$ cat config.mk
export PLATFORM = sky130hd
export DESIGN_NAME = alu_spi_master_flat
export DESIGN_NICKNAME = d
export VERILOG_FILES = /design/src/rtl/alu_spi_pkg.sv /design/src/rtl/alu_spi_if.sv /design/src/rtl/alu_spi_master_phase.sv /design/src/rtl/alu_spi_master.sv /design/src/flat_wrapper.sv
export SDC_FILE = /design/constraint.sdc
export NUM_CORES = 1
export LEC_CHECK = 0
export BUFFER_PORTS_ARGS = -buffer_cell sky130_fd_sc_hd__buf_2
export CAP_MARGIN = 40
export CORE_ASPECT_RATIO = 1.4
export CORE_UTILIZATION = 45
export DETAILED_ROUTE_END_ITERATION = 8
export PLACE_DENSITY_LB_ADDON = 0.08
export SETUP_SLACK_MARGIN = 0.15
export SYNTH_ARGS = -nofsm -noshare
export SYNTH_HDL_FRONTEND = slang
export SYNTH_SLANG_ARGS = --single-unit
export TNS_END_PERCENT = 30
$ cat constraint.sdc
create_clock -name clock -period 3.3 [get_ports clock]
set_clock_uncertainty 0.05 [all_clocks]
set_input_delay 0.33 -clock clock [delete_from_list [all_inputs] [get_ports clock]]
set_output_delay 0.33 -clock clock [all_outputs]
set_load 0.03 [all_outputs]
$ cat src/rtl/alu_spi_pkg.sv
// Shared definitions for the SPI-attached ALU: opcodes, frame sizes and master FSM encoding.
package alu_spi_pkg;

  localparam int OP_W       = 4;
  localparam int DATA_W     = 32;
  localparam int WRITE_BITS = OP_W + 2 * DATA_W;
  localparam int READ_BITS  = DATA_W;

  localparam logic [OP_W-1:0] OP_ADD = 4'd0;
  localparam logic [OP_W-1:0] OP_SUB = 4'd1;
  localparam logic [OP_W-1:0] OP_AND = 4'd2;
  localparam logic [OP_W-1:0] OP_OR  = 4'd3;
  localparam logic [OP_W-1:0] OP_XOR = 4'd4;
  localparam logic [OP_W-1:0] OP_NOT = 4'd5;
  localparam logic [OP_W-1:0] OP_SHL = 4'd6;
  localparam logic [OP_W-1:0] OP_SHR = 4'd7;

  typedef logic [2:0] state_t;

  localparam state_t ST_IDLE  = 3'd0;
  localparam state_t ST_SETUP = 3'd1;
  localparam state_t ST_WRITE = 3'd2;
  localparam state_t ST_TURN  = 3'd3;
  localparam state_t ST_READ  = 3'd4;
  localparam state_t ST_DONE  = 3'd5;

  // Index of the final bit of the current frame direction.
  function automatic logic [6:0] last_bit_idx(input logic reading);
    return reading ? 7'(READ_BITS - 1) : 7'(WRITE_BITS - 1);
  endfunction

endpackage

$ cat src/rtl/alu_spi_if.sv
// Four-wire SPI bus between the ALU master and the ALU slave.
interface alu_spi_if;
  logic sclk;
  logic mosi;
  logic miso;
  logic nss;

  modport MASTER (output sclk, output mosi, output nss, input miso);
  modport SLAVE  (input sclk, input mosi, input nss, output miso);
endinterface

$ cat src/rtl/alu_spi_master_phase.sv
// SCLK generator and bit counter; each bit is one high cycle followed by one low cycle.
module spi_master_phase import alu_spi_pkg::*; (
  input  logic       clock,
  input  logic       reset,
  input  logic       clear,
  input  logic       launch,
  input  logic       run,
  input  logic [6:0] bit_last,
  output logic       sclk,
  output logic       last_bit
);

  logic       sclk_r;
  logic [6:0] bit_cnt_r;

  assign last_bit = (bit_cnt_r == bit_last);
  assign sclk     = sclk_r;

  // Toggle sclk while running; the count advances at the end of each low half, never past the last bit.
  always_ff @(posedge clock or negedge reset) begin
    if (!reset) begin
      sclk_r    <= 1'b0;
      bit_cnt_r <= 7'd0;
    end else if (clear) begin
      sclk_r    <= 1'b0;
      bit_cnt_r <= 7'd0;
    end else if (launch) begin
      sclk_r <= 1'b1;
    end else if (run) begin
      sclk_r <= ~sclk_r;
      if (!sclk_r && !last_bit) begin
        bit_cnt_r <= bit_cnt_r + 7'd1;
      end
    end
  end

endmodule

$ cat src/rtl/alu_spi_master.sv
// SPI master for the ALU slave: sends opcode + operands MSB first, then reads back the 32-bit result.
module alu_spi_master import alu_spi_pkg::*; #(
  parameter int NSS_GAP = 2
) (
  input  logic              clock,
  input  logic              reset,
  input  logic              start,
  input  logic [OP_W-1:0]   opcode,
  input  logic [DATA_W-1:0] operand_a,
  input  logic [DATA_W-1:0] operand_b,
  output logic              busy,
  output logic              done,
  output logic [DATA_W-1:0] result,
  alu_spi_if.MASTER         spi_if
);

  localparam int GAP_W = (NSS_GAP < 2) ? 1 : $clog2(NSS_GAP + 1);

  state_t                  state_r;
  logic [WRITE_BITS-1:0]   tx_r;
  logic [READ_BITS-1:0]    rx_r;
  logic                    mosi_r;
  logic                    nss_r;
  logic                    busy_r;
  logic                    done_r;
  logic [DATA_W-1:0]       result_r;
  logic [GAP_W-1:0]        gap_r;

  logic                    accept_s;
  logic                    clear_s;
  logic                    launch_s;
  logic                    run_s;
  logic                    sclk_s;
  logic                    last_bit_s;
  logic [6:0]              bit_last_s;

  assign accept_s   = (state_r == ST_IDLE) && start && (gap_r == '0);
  assign bit_last_s = last_bit_idx(state_r == ST_READ);

  // Phase control: SETUP and TURN launch a high half so both WRITE and READ open with sclk=1.
  always_comb begin
    clear_s  = 1'b0;
    launch_s = 1'b0;
    run_s    = 1'b0;
    case (state_r)
      ST_SETUP: launch_s = 1'b1;
      ST_TURN:  launch_s = 1'b1;
      ST_WRITE: begin
        run_s   = 1'b1;
        clear_s = !sclk_s && last_bit_s;
      end
      ST_READ: begin
        run_s   = 1'b1;
        clear_s = !sclk_s && last_bit_s;
      end
      default:  clear_s = 1'b1;
    endcase
  end

  spi_master_phase u_phase (
    .clock    (clock),
    .reset    (reset),
    .clear    (clear_s),
    .launch   (launch_s),
    .run      (run_s),
    .bit_last (bit_last_s),
    .sclk     (sclk_s),
    .last_bit (last_bit_s)
  );

  // Transaction FSM with tx/rx shift registers; mosi always shows the bit for the next high half.
  always_ff @(posedge clock or negedge reset) begin
    if (!reset) begin
      state_r  <= ST_IDLE;
      tx_r     <= '0;
      rx_r     <= '0;
      mosi_r   <= 1'b0;
      nss_r    <= 1'b1;
      busy_r   <= 1'b0;
      done_r   <= 1'b0;
      result_r <= '0;
      gap_r    <= '0;
    end else begin
      done_r <= 1'b0;
      if (gap_r != '0) begin
        gap_r <= gap_r - GAP_W'(1);
      end
      case (state_r)
        ST_IDLE: begin
          if (accept_s) begin
            tx_r    <= {opcode, operand_a, operand_b};
            rx_r    <= '0;
            mosi_r  <= opcode[OP_W-1];
            nss_r   <= 1'b0;
            busy_r  <= 1'b1;
            state_r <= ST_SETUP;
          end
        end
        ST_SETUP: state_r <= ST_WRITE;
        ST_WRITE: begin
          if (sclk_s) begin
            tx_r   <= {tx_r[WRITE_BITS-2:0], 1'b0};
            mosi_r <= tx_r[WRITE_BITS-2];
          end else if (last_bit_s) begin
            mosi_r  <= 1'b0;
            state_r <= ST_TURN;
          end
        end
        ST_TURN: state_r <= ST_READ;
        ST_READ: begin
          if (sclk_s) begin
            rx_r <= {rx_r[READ_BITS-2:0], spi_if.miso};
          end else if (last_bit_s) begin
            nss_r    <= 1'b1;
            done_r   <= 1'b1;
            result_r <= rx_r;
            gap_r    <= GAP_W'(NSS_GAP);
            state_r  <= ST_DONE;
          end
        end
        ST_DONE: begin
          busy_r  <= 1'b0;
          state_r <= ST_IDLE;
        end
        default: begin
          nss_r   <= 1'b1;
          mosi_r  <= 1'b0;
          busy_r  <= 1'b0;
          state_r <= ST_IDLE;
        end
      endcase
    end
  end

  assign spi_if.sclk = sclk_s;
  assign spi_if.mosi = mosi_r;
  assign spi_if.nss  = nss_r;
  assign busy        = busy_r;
  assign done        = done_r;
  assign result      = result_r;

endmodule
$ cat src/flat_wrapper.sv
// flat-port wrapper written by rule: the top's interface ports become plain ports
module alu_spi_master_flat import alu_spi_pkg::*;
#(
  parameter int NSS_GAP = 2
)
  (clock, reset, start, opcode, operand_a, operand_b, busy, done, result, spi_if_sclk, spi_if_mosi, spi_if_nss, spi_if_miso);
  alu_spi_if spi_if_i ();
  input  logic clock;
  input  logic reset;
  input  logic start;
  input  logic [OP_W-1:0] opcode;
  input  logic [DATA_W-1:0] operand_a;
  input  logic [DATA_W-1:0] operand_b;
  output logic busy;
  output logic done;
  output logic [DATA_W-1:0] result;
  output wire logic [$bits(spi_if_i.sclk)-1:0] spi_if_sclk;
  output wire logic [$bits(spi_if_i.mosi)-1:0] spi_if_mosi;
  output wire logic [$bits(spi_if_i.nss)-1:0] spi_if_nss;
  input wire logic [$bits(spi_if_i.miso)-1:0] spi_if_miso;
  assign spi_if_sclk = spi_if_i.sclk;
  assign spi_if_mosi = spi_if_i.mosi;
  assign spi_if_nss = spi_if_i.nss;
  assign spi_if_i.miso = spi_if_miso;
  alu_spi_master #(.NSS_GAP(NSS_GAP)) u_core (.clock(clock), .reset(reset), .start(start), .opcode(opcode), .operand_a(operand_a), .operand_b(operand_b), .busy(busy), .done(done), .result(result), .spi_if(spi_if_i));
endmodule
==> results of run 1 <==
-- Yosys cell counts, drive strengths merged (2+ instances only) --
cell,count
a21o,2
a21oi,2
a22o,3
and2,3
buf,22
clkbuf,18
dfrtp,147
inv,3
mux2,32
mux2i,67
nand2,140
nand3,4
nor2,8
nor3,2
nor3b,5
nor4b,3
o21ai,109
or3,3
xnor2,2
-- registers in the layout (all words and copies together) (netlist names), 2 cells and up --
| name | count |
|---|---|
| u_core.gap_r | 2 |
| u_core.result | 32 |
| u_core.rx_r | 32 |
| u_core.state_r | 3 |
| u_core.tx_r | 67 |
| u_core.u_phase.bit_cnt_r | 7 |
-- cell type report --
cell class                 instances  area, um^2
timing repair buffer             118         662
clock buffer                      25         505
multi-input combinational        404        2530
inverter                           3        11.3
clock inverter                     4        47.5
tap                              185         231
fill                            1238        6220
sequential                       148        3700
-- power by group through the flow --
stage          logic, mW  registers (mW)  clock network [mW]
2_1_floorplan       1.64            2.52                   0
3_3_place_gp        1.97            2.58                   0
3_5_place_dp        2.03            2.60                   0
4_1_cts             2.04            2.57                1.85
5_1_grt             2.26            2.63                1.93
6_report            2.00            2.57                1.80
-- logic make-up (layout without fill, tap and decap cells) --
group,after synthesis,count (layout),synth area share [%]
fa+ha+maj,1,1,0.195
simple gates,173,173,11.6
xor+xnor,2,2,0.273
flops,148,148,57.7
compound gates,129,129,11.1
mux,99,99,16.1
buf+inv,43,150,3.10
-- how the worst max path moves through the flow --
stage                              from                          end  slack (ps)  cells after the start
finish                u_core.state_r[2]  u_core.u_phase.bit_cnt_r[3]        1010                      6
global route          u_core.state_r[2]  u_core.u_phase.bit_cnt_r[3]         860                      6
floorplan           u_core.u_phase.sclk             u_core.result[0]        1300                      6
CTS                   u_core.state_r[2]  u_core.u_phase.bit_cnt_r[3]         990                      6
detailed placement    u_core.state_r[2]  u_core.u_phase.bit_cnt_r[3]         990                      6
global placement      u_core.state_r[2]  u_core.u_phase.bit_cnt_r[3]        1080                      6
-- stage by stage --
stage	worst slack, ps	hold slack, ps
2_1_floorplan	1300	-15.6
3_3_place_gp	1080	286
3_5_place_dp	992	295
4_1_cts	986	94.1
5_1_grt	864	103
6_report	1010	110
-- routing by layer --
metal	part of all wire [%]	wire length [um]	track usage [%]
met1	45	5640	22.3
met2	48	6050	29.5
met3	4.8	609	4.91
met4	2.2	278	8.52
met5	0	0	0
-- critical path: stages, from the launching register on --
cell       delay [ps]
dfrtp_1           620
nor3b_4           320
buf_4             370
o2bb2ai_1         160
buf_4             200
and3b_1           190
a221o_1           250
-- what timing repair did --
item,4_1_cts,5_1_grt
setup endpoints to repair,0,0
endpoints found under the hold margin,59,0
hold buffers,1,0
==> flow_metrics.tcl, run 1 <==
set metrics [dict create \
    status "completed" \
    diodes 0 \
    crit_fanout 33 \
    area_delta_synth_final_pct 19.9 \
    coreArea_um2 13900 \
    drive_gt1_share_pct 26.1 \
    fmax_mhz 436 \
    wirelength_um 12600 \
    seq_power_share_pct 40.4 \
    drt_first_pass_iters 4 \
    worst_pin_slew_ps 712 \
    post_cts_resized 0 \
    final_net_count 765 \
    ys_ff_latch 148 \
    hold_class "in -> reg" \
    p_per_area_nw_per_um2 828 \
    clockBufferDepth 2 \
    period_minus_slack_ps 2290 \
    endpoint_kind "flip-flop" \
    layout_common_cells "dfrtp_1 (147), nand2_1 (140), o21ai_0 (108), buf_2 (107), mux2i_1 (67)" \
    p_sw_share_pct 34.2 \
    clk_pin_slew_ps 60 \
    gp_congestion 0.757 \
    drt_drc_violations_left 0 \
    netlist.top_cell.by_area "dfrtp_1" \
    layout_commonest_cell "dfrtp_1" \
    num_vias 4487 \
    ys_seq_area_share_pct 57.7 \
    cts_root_buffer "clkbuf_16" \
    p_leak_nw 3.66 \
    drt-initial-drc-count 168 \
    async_flop_share_pct 100 \
    p_clk_share_pct 28.2 \
    grt_start_max_net_pins 101 \
    synthTopCellsByArea "dfrtp_1 (57%), mux2i_1 (10%), o21ai_0 (8.4%), nand2_1 (8.2%), mux2_2 (5.6%)" \
    synth_flop_cell "dfrtp_1" \
    required_ps 3550 \
    syn_nets 668 \
    relSlewSlack_pct 51.9 \
    hp-start "spi_if_miso" \
    cts_num_sinks 148 \
    fin_util_pct 55.3 \
    syn_inst 595 \
    synth_cell_types 43 \
    post_cts_buffers 0 \
    place_inst 857 \
    ant_nets 0 \
    rrSetupSlack_ps 1010 \
    fin_crit_sh_pct 69.5 \
    ys.warnings.count 0 \
    p_total_mw 6.37 \
    rr_startpoint "u_core.state_r[2]" \
    viasPerCell 5.06 \
    report.final.slew_viol_count 0 \
    maxCapViolations 0 \
    design.die.area_um2 14800 \
    cp.arrival_ps 2540 \
    avgSynthCellArea_um2 10.8 \
    tritoncts "done" \
    p_sw_mw 2.18 \
    hold_violations 0 \
    rsz0062_at_grt "false" \
    worstSkewPairLatency_ps 420 \
    ios 109 \
    netlist_area_um2 6420 \
    min_to "u_core.rx_r[0]" \
    htreeDepth 4 \
    cts_buffers 17 \
    synth-edff-count 0 \
    die_x_um 103 \
    rows 51 \
    placed_area_um2 7130 \
    fp.dieH_um 143 \
    hpwl_um 8120 \
    initial_core_util_pct 46.2 \
    finalSetupTns_ps 0 \
    setup_viol 0 \
    reg2regPathDepth 6 \
    holdPathStages 3 \
    crit_type "reg -> reg" \
    routedWlPerCell_um 14.2 \
    grt_usage_pct 18.1 \
    first_global_vias 4445 \
    fin_cells 887 \
    grt_overflow 0 \
    r2r_end "u_core.u_phase.bit_cnt_r[3]" \
    port_buffers 108 \
    p_int_mw 4.20 \
    ir_worst_vdd_mv 0.471 \
    fin_area_um2 7690 \
    share_comb_of_total_power_pct 31.4 \
    crit_path_start_kind "flip-flop" \
    synth_top_cell_area_share_pct 57.3 \
    grt_pass1_wl_um 20600 \
    antenna_found_initial 0 \
]
(Power assumes the default switching activity.)
==> inputs of run 2 (changes only) <==
- clock period: 3.3 -> 2.3 ns (I/O delays scaled with it)
==> run 2 against run 1 <==
Largest power group unchanged. Final cell count up 1.1%. Clock power up 50%. Worst setup slack worse by 680 ps. Largest cell class unchanged.
==> flow_metrics.tcl, run 2 (synthesis results as in run 1) <==
set metrics [dict create \
    fin_crit_sh_pct 85.7 \
    p_clk_share_pct 28.9 \
    fp.dieH_um 143 \
    crit_type "reg -> reg" \
    worst_pin_slew_ps 535 \
    max_flop_register "u_core.tx_r" \
    p_total_mw 9.36 \
    area_delta_synth_final_pct 21.7 \
    num_vias 4572 \
    rr_startpoint "u_core.u_phase.bit_cnt_r[0]" \
    worst_slack_ps 329 \
    antenna_found_initial 0 \
    drt-initial-drc-count 174 \
    grt_overflow 0 \
    grt_usage_pct 18.8 \
    ir_worst_vdd_mv 0.650 \
    reg2regPathDepth 6 \
    gp_congestion 0.807 \
    crit_fanout 35 \
    hp-start "operand_b[0]" \
    first_global_vias 4551 \
    drt_drc_violations_left 0 \
    cts_root_buffer "clkbuf_16" \
    rows 51 \
    die_x_um 103 \
    cts_num_sinks 148 \
    clk_pin_slew_ps 60 \
    p_leak_nw 3.71 \
    grt_pass1_wl_um 21400 \
    n_fill_cell 1274 \
    rrSetupSlack_ps 330 \
    crit_slowest_cell "dfrtp_1" \
    slowest_delay_ps 390 \
    place_ws_ps 297 \
    seq_area_um2 3700 \
    seq_power_share_pct 39.1 \
    design.die.area_um2 14800 \
    coreArea_um2 13900 \
    drt_first_pass_iters 4 \
    wirelength_um 12700 \
    diodes 0 \
    report.final.slew_viol_count 0 \
    p_sw_mw 3.21 \
    clockBufferDepth 2 \
    p_sw_share_pct 34.4 \
    worstSkewPairLatency_ps 410 \
    port_buffers 108 \
    ios 109 \
    cp.arrival_ps 2220 \
    layout_common_cells "dfrtp_1 (147), nand2_1 (140), o21ai_0 (108), buf_2 (107), mux2i_1 (66)" \
    viasPerCell 5.10 \
    cp_cell_sequence "ha_1 > nand2b_1 > or2_2 > nor2_4 > buf_12 > mux2_2" \
    fmax_mhz 507 \
    initial_core_util_pct 46.2 \
    fin_util_pct 56.2 \
    finalSetupTns_ps 0 \
    tritoncts "done" \
    cp_num_buf_inv 1 \
    startpoint "u_core.u_phase.bit_cnt_r[0]" \
    required_ps 2550 \
    crit_path_start_kind "flip-flop" \
    hold_violations 0 \
    maxCapViolations 0 \
    p_per_area_nw_per_um2 1200 \
    layout_commonest_cell "dfrtp_1" \
    largest_reg_flops 67 \
    endpoint_kind "flip-flop" \
    ant_nets 0 \
    hold_class "in -> reg" \
    holdPathStages 2 \
    status "completed" \
    share_comb_of_total_power_pct 32.0 \
    cp_top_family "simple AND/OR/NAND/NOR gates" \
    drive_gt1_share_pct 27.4 \
    grt_start_max_net_pins 135 \
    final_net_count 772 \
    worst-path-stages 6 \
    period_minus_slack_ps 1970 \
    routedWlPerCell_um 14.2 \
    relSlewSlack_pct 64.3 \
    rsz0062_at_grt "false" \
    multi_input_comb_area_um2 2540 \
    hold_slack_ps 22.3 \
    p_int_mw 6.14 \
    setup_viol 0 \
    htreeDepth 4 \
    cts_buffers 17 \
    hpwl_um 8540 \
]
run 2: cell types whose count changed in the layout (fill, tap and decap cells not counted), sizes merged:
cell,change
clkbuf,-5
clkinv,+5
inv,+1
buf,+6
bufinv,+1
clkinvlp,+1
dlygate4sd3,+1
run 2: cell type report:
cell class,count,area share (%)
clock inverter,12,1.67
multi-input combinational,404,32.5
tap,185,2.96
clock buffer,20,5.85
inverter,3,0.144
timing repair buffer,125,9.50
sequential,148,47.4
run 2: worst reg2reg max path: stages, from the launching register on:
cell and delay, ps:
dfrtp_1 390, ha_1 230, nand2b_1 120, or2_2 350
nor2_4 120, buf_12 220, mux2_2 380
run 2: routing by layer:
layer / part of all wire (%) / track usage [%]
met5: 0 / 0
met4: 1.2 / 7.71
met3: 4.4 / 4.23
met2: 51 / 32.2
met1: 43 / 22.6
run 2: metrics by stage:
step,std cells,cell area [um^2]
4_1_cts,897,7810
6_report,897,7810
3_5_place_dp,863,7200
5_1_grt,897,7810
3_3_place_gp,863,7200
2_1_floorplan,595,6420
run 2: path summary, 6_finish.rpt:
kind	end
min in group asynchronous	u_core.tx_r[37]
max in group asynchronous	u_core.rx_r[30]
hold / removal	u_core.tx_r[0]
hold reg to reg	u_core.rx_r[31]
setup / recovery	u_core.result[29]
setup reg to reg	u_core.result[29]
run 2: what timing repair did:
item,in CTS,in global routing
resized for setup,0,1
buffers inserted,0,0
setup endpoints to repair,0,2
endpoints found under the hold margin,52,0
hold buffers,2,0
run 2: power by group through the flow:
stage / clock [mW] / combinational [mW] / sequential, mW
final: 2.70 / 2.99 / 3.66
after CTS: 2.77 / 3.06 / 3.66
after global placement: 0 / 2.95 / 3.67
after global routing: 2.90 / 3.42 / 3.74
after floorplan: 0 / 2.36 / 3.61
after detailed placement: 0 / 3.05 / 3.71
==> inputs of run 3 (changes only) <==
- SETUP_SLACK_MARGIN: 0.15 -> 0.4
==> run 3 against run 2 <==
First-iteration DRC count fell by 40%. Sequential power rose by 1%. Core utilization rose by 1.7 points. Worst hold slack gained 24 ps. Die area did not move. Non-clock buffer count increased by 12. Global-route usage grew 0.71 points. Combinational power up 12%. Via count increased by 3.3%. Final cell count is 1.3% higher. Routed wire length rose by 7.0%. Largest cell class unchanged. Highest routed layer unchanged.
==> flow_metrics.tcl, run 3 (synthesis results as in run 1) <==
set metrics [dict create \
    routedWlPerCell_um 15.0 \
    drt_first_pass_iters 5 \
    fin_area_um2 8040 \
    seq_area_um2 3710 \
    rows 51 \
    largest_reg_flops 67 \
    p_total_mw 9.97 \
    rsz0062_at_grt "true" \
    drt-initial-drc-count 105 \
    viasPerCell 5.19 \
    cts_num_sinks 148 \
    drt_drc_violations_left 0 \
    grt_usage_pct 19.5 \
    diodes 0 \
    initial_core_util_pct 46.2 \
    report.final.slew_viol_count 0 \
    p_leak_nw 3.82 \
    worstSkewPairLatency_ps 410 \
    clockBufferDepth 2 \
    layout_common_cells "dfrtp_1 (143), nand2_1 (140), o21ai_0 (108), buf_2 (107), mux2i_1 (66)" \
    wirelength_um 13600 \
    crit_type "reg -> reg" \
    maxCapViolations 0 \
    htreeDepth 4 \
    crit_slowest_cell "dfrtp_2" \
    layout_commonest_cell "dfrtp_1" \
    die_x_um 103 \
    clk_pin_slew_ps 70 \
    gp_congestion 0.744 \
    grt_pass1_wl_um 22500 \
    cts_root_buffer "clkbuf_16" \
    grt_start_max_net_pins 68 \
    setup_viol 0 \
    cp_num_buf_inv 1 \
    hpwl_um 8230 \
    max_flop_register "u_core.tx_r" \
    crit_path_start_kind "flip-flop" \
    placed_area_um2 7200 \
    fin_crit_sh_pct 83.0 \
    ios 109 \
    port_buffers 108 \
    grt_overflow 0 \
    worst_pin_slew_ps 504 \
    cts_buffers 17 \
    slowest_delay_ps 520 \
    tritoncts "done" \
    coreArea_um2 13900 \
    hold_violations 0 \
    drive_gt1_share_pct 29.6 \
    first_global_vias 4821 \
    finalSetupTns_ps 0 \
    design.die.area_um2 14800 \
    antenna_found_initial 0 \
    ir_worst_vdd_mv 0.566 \
    fp.dieH_um 143 \
    crit_fanout 17 \
    cp_top_family "simple AND/OR/NAND/NOR gates" \
    period_minus_slack_ps 1910 \
    n_fill_cell 1265 \
    cp_cell_sequence "nor3b_4 > nand2_1 > nor2_4 > clkbuf_16 > mux2_2" \
    ant_nets 0 \
    cp.arrival_ps 2150 \
    p_per_area_nw_per_um2 1240 \
    num_vias 4722 \
    multi_input_comb_area_um2 2560 \
    fmax_mhz 524 \
    status "completed" \
    required_ps 2540 \
    endpoint_kind "flip-flop" \
    relSlewSlack_pct 65.9 \
    hold_class "in -> reg" \
    area_delta_synth_final_pct 25.3 \
    final_net_count 784 \
]
[run 3: cell types whose count changed in the layout (fill, tap and decap cells not counted), moves of 2 or more]
cell / delta
buf_4: +7
inv_6: +6
clkinv_2: -4
dfrtp_1: -4
dfrtp_2: +4
clkinv_4: -2
[run 3: what timing repair did]
item / in CTS / in global routing
gates cloned: 2 / 1
gates resized for setup: 3 / 5
setup endpoints to repair: 93 / 105
hold buffers: 3 / 0
buffers inserted: 2 / 7
hold endpoints to repair: 51 / 0
pin swaps: 0 / 1
[run 3: layer usage]
metal  track usage [%]  share of wire [%]  up-vias
li1                  -                  -     2290
met1              23.6                 43     2324
met2              33.4                 52       98
met3              5.59                4.3       10
met4              5.93               0.84        0
met5                 0                  0        -
[run 3: stage by stage]
stage               setup slack (ps)  utilization (%)  hold slack, ps  std cells
global placement                 374             51.8             160        862
detailed placement               307             51.8             167        862
floorplan                        407                -            -116        595
global route                     324             57.8            45.7        909
CTS                              383             57.1            37.0        901
finish                           390             57.8            46.3        909
[run 3: power breakdown]
part / internal [mW] / switching [mW]
clock: 1.77 / 1.15
sequential: 3.28 / 0.439
combinational: 1.45 / 1.89
[run 3: layout make-up]
type	count	share of cell area (%)
clock buffers	18	5.46
clock inverters	14	2.32
inverters	3	0.140
multi-input cells	404	31.8
flip-flops and latches	148	46.1
well taps	185	2.88
repair buffers	137	11.3
[run 3: worst paths after layout]
kind / depth (start not counted) / startpoint / to / slack, ps
worst max-delay path: 5 / u_core.state_r[2] / u_core.result[0] / 390
min in group asynchronous: 2 / reset / u_core.rx_r[18] / 270
worst min-delay path: 3 / operand_a[6] / u_core.tx_r[38] / 50
worst max register to register: 5 / u_core.state_r[2] / u_core.result[0] / 390
worst min register to register: 2 / u_core.tx_r[19] / u_core.tx_r[19] / 430
max in group asynchronous: 3 / reset / u_core.result[1] / 1190
[run 3: worst min-delay path: stages]
cell     delay [ps]
buf_2            70
mux2i_1          50
o21ai_0         120
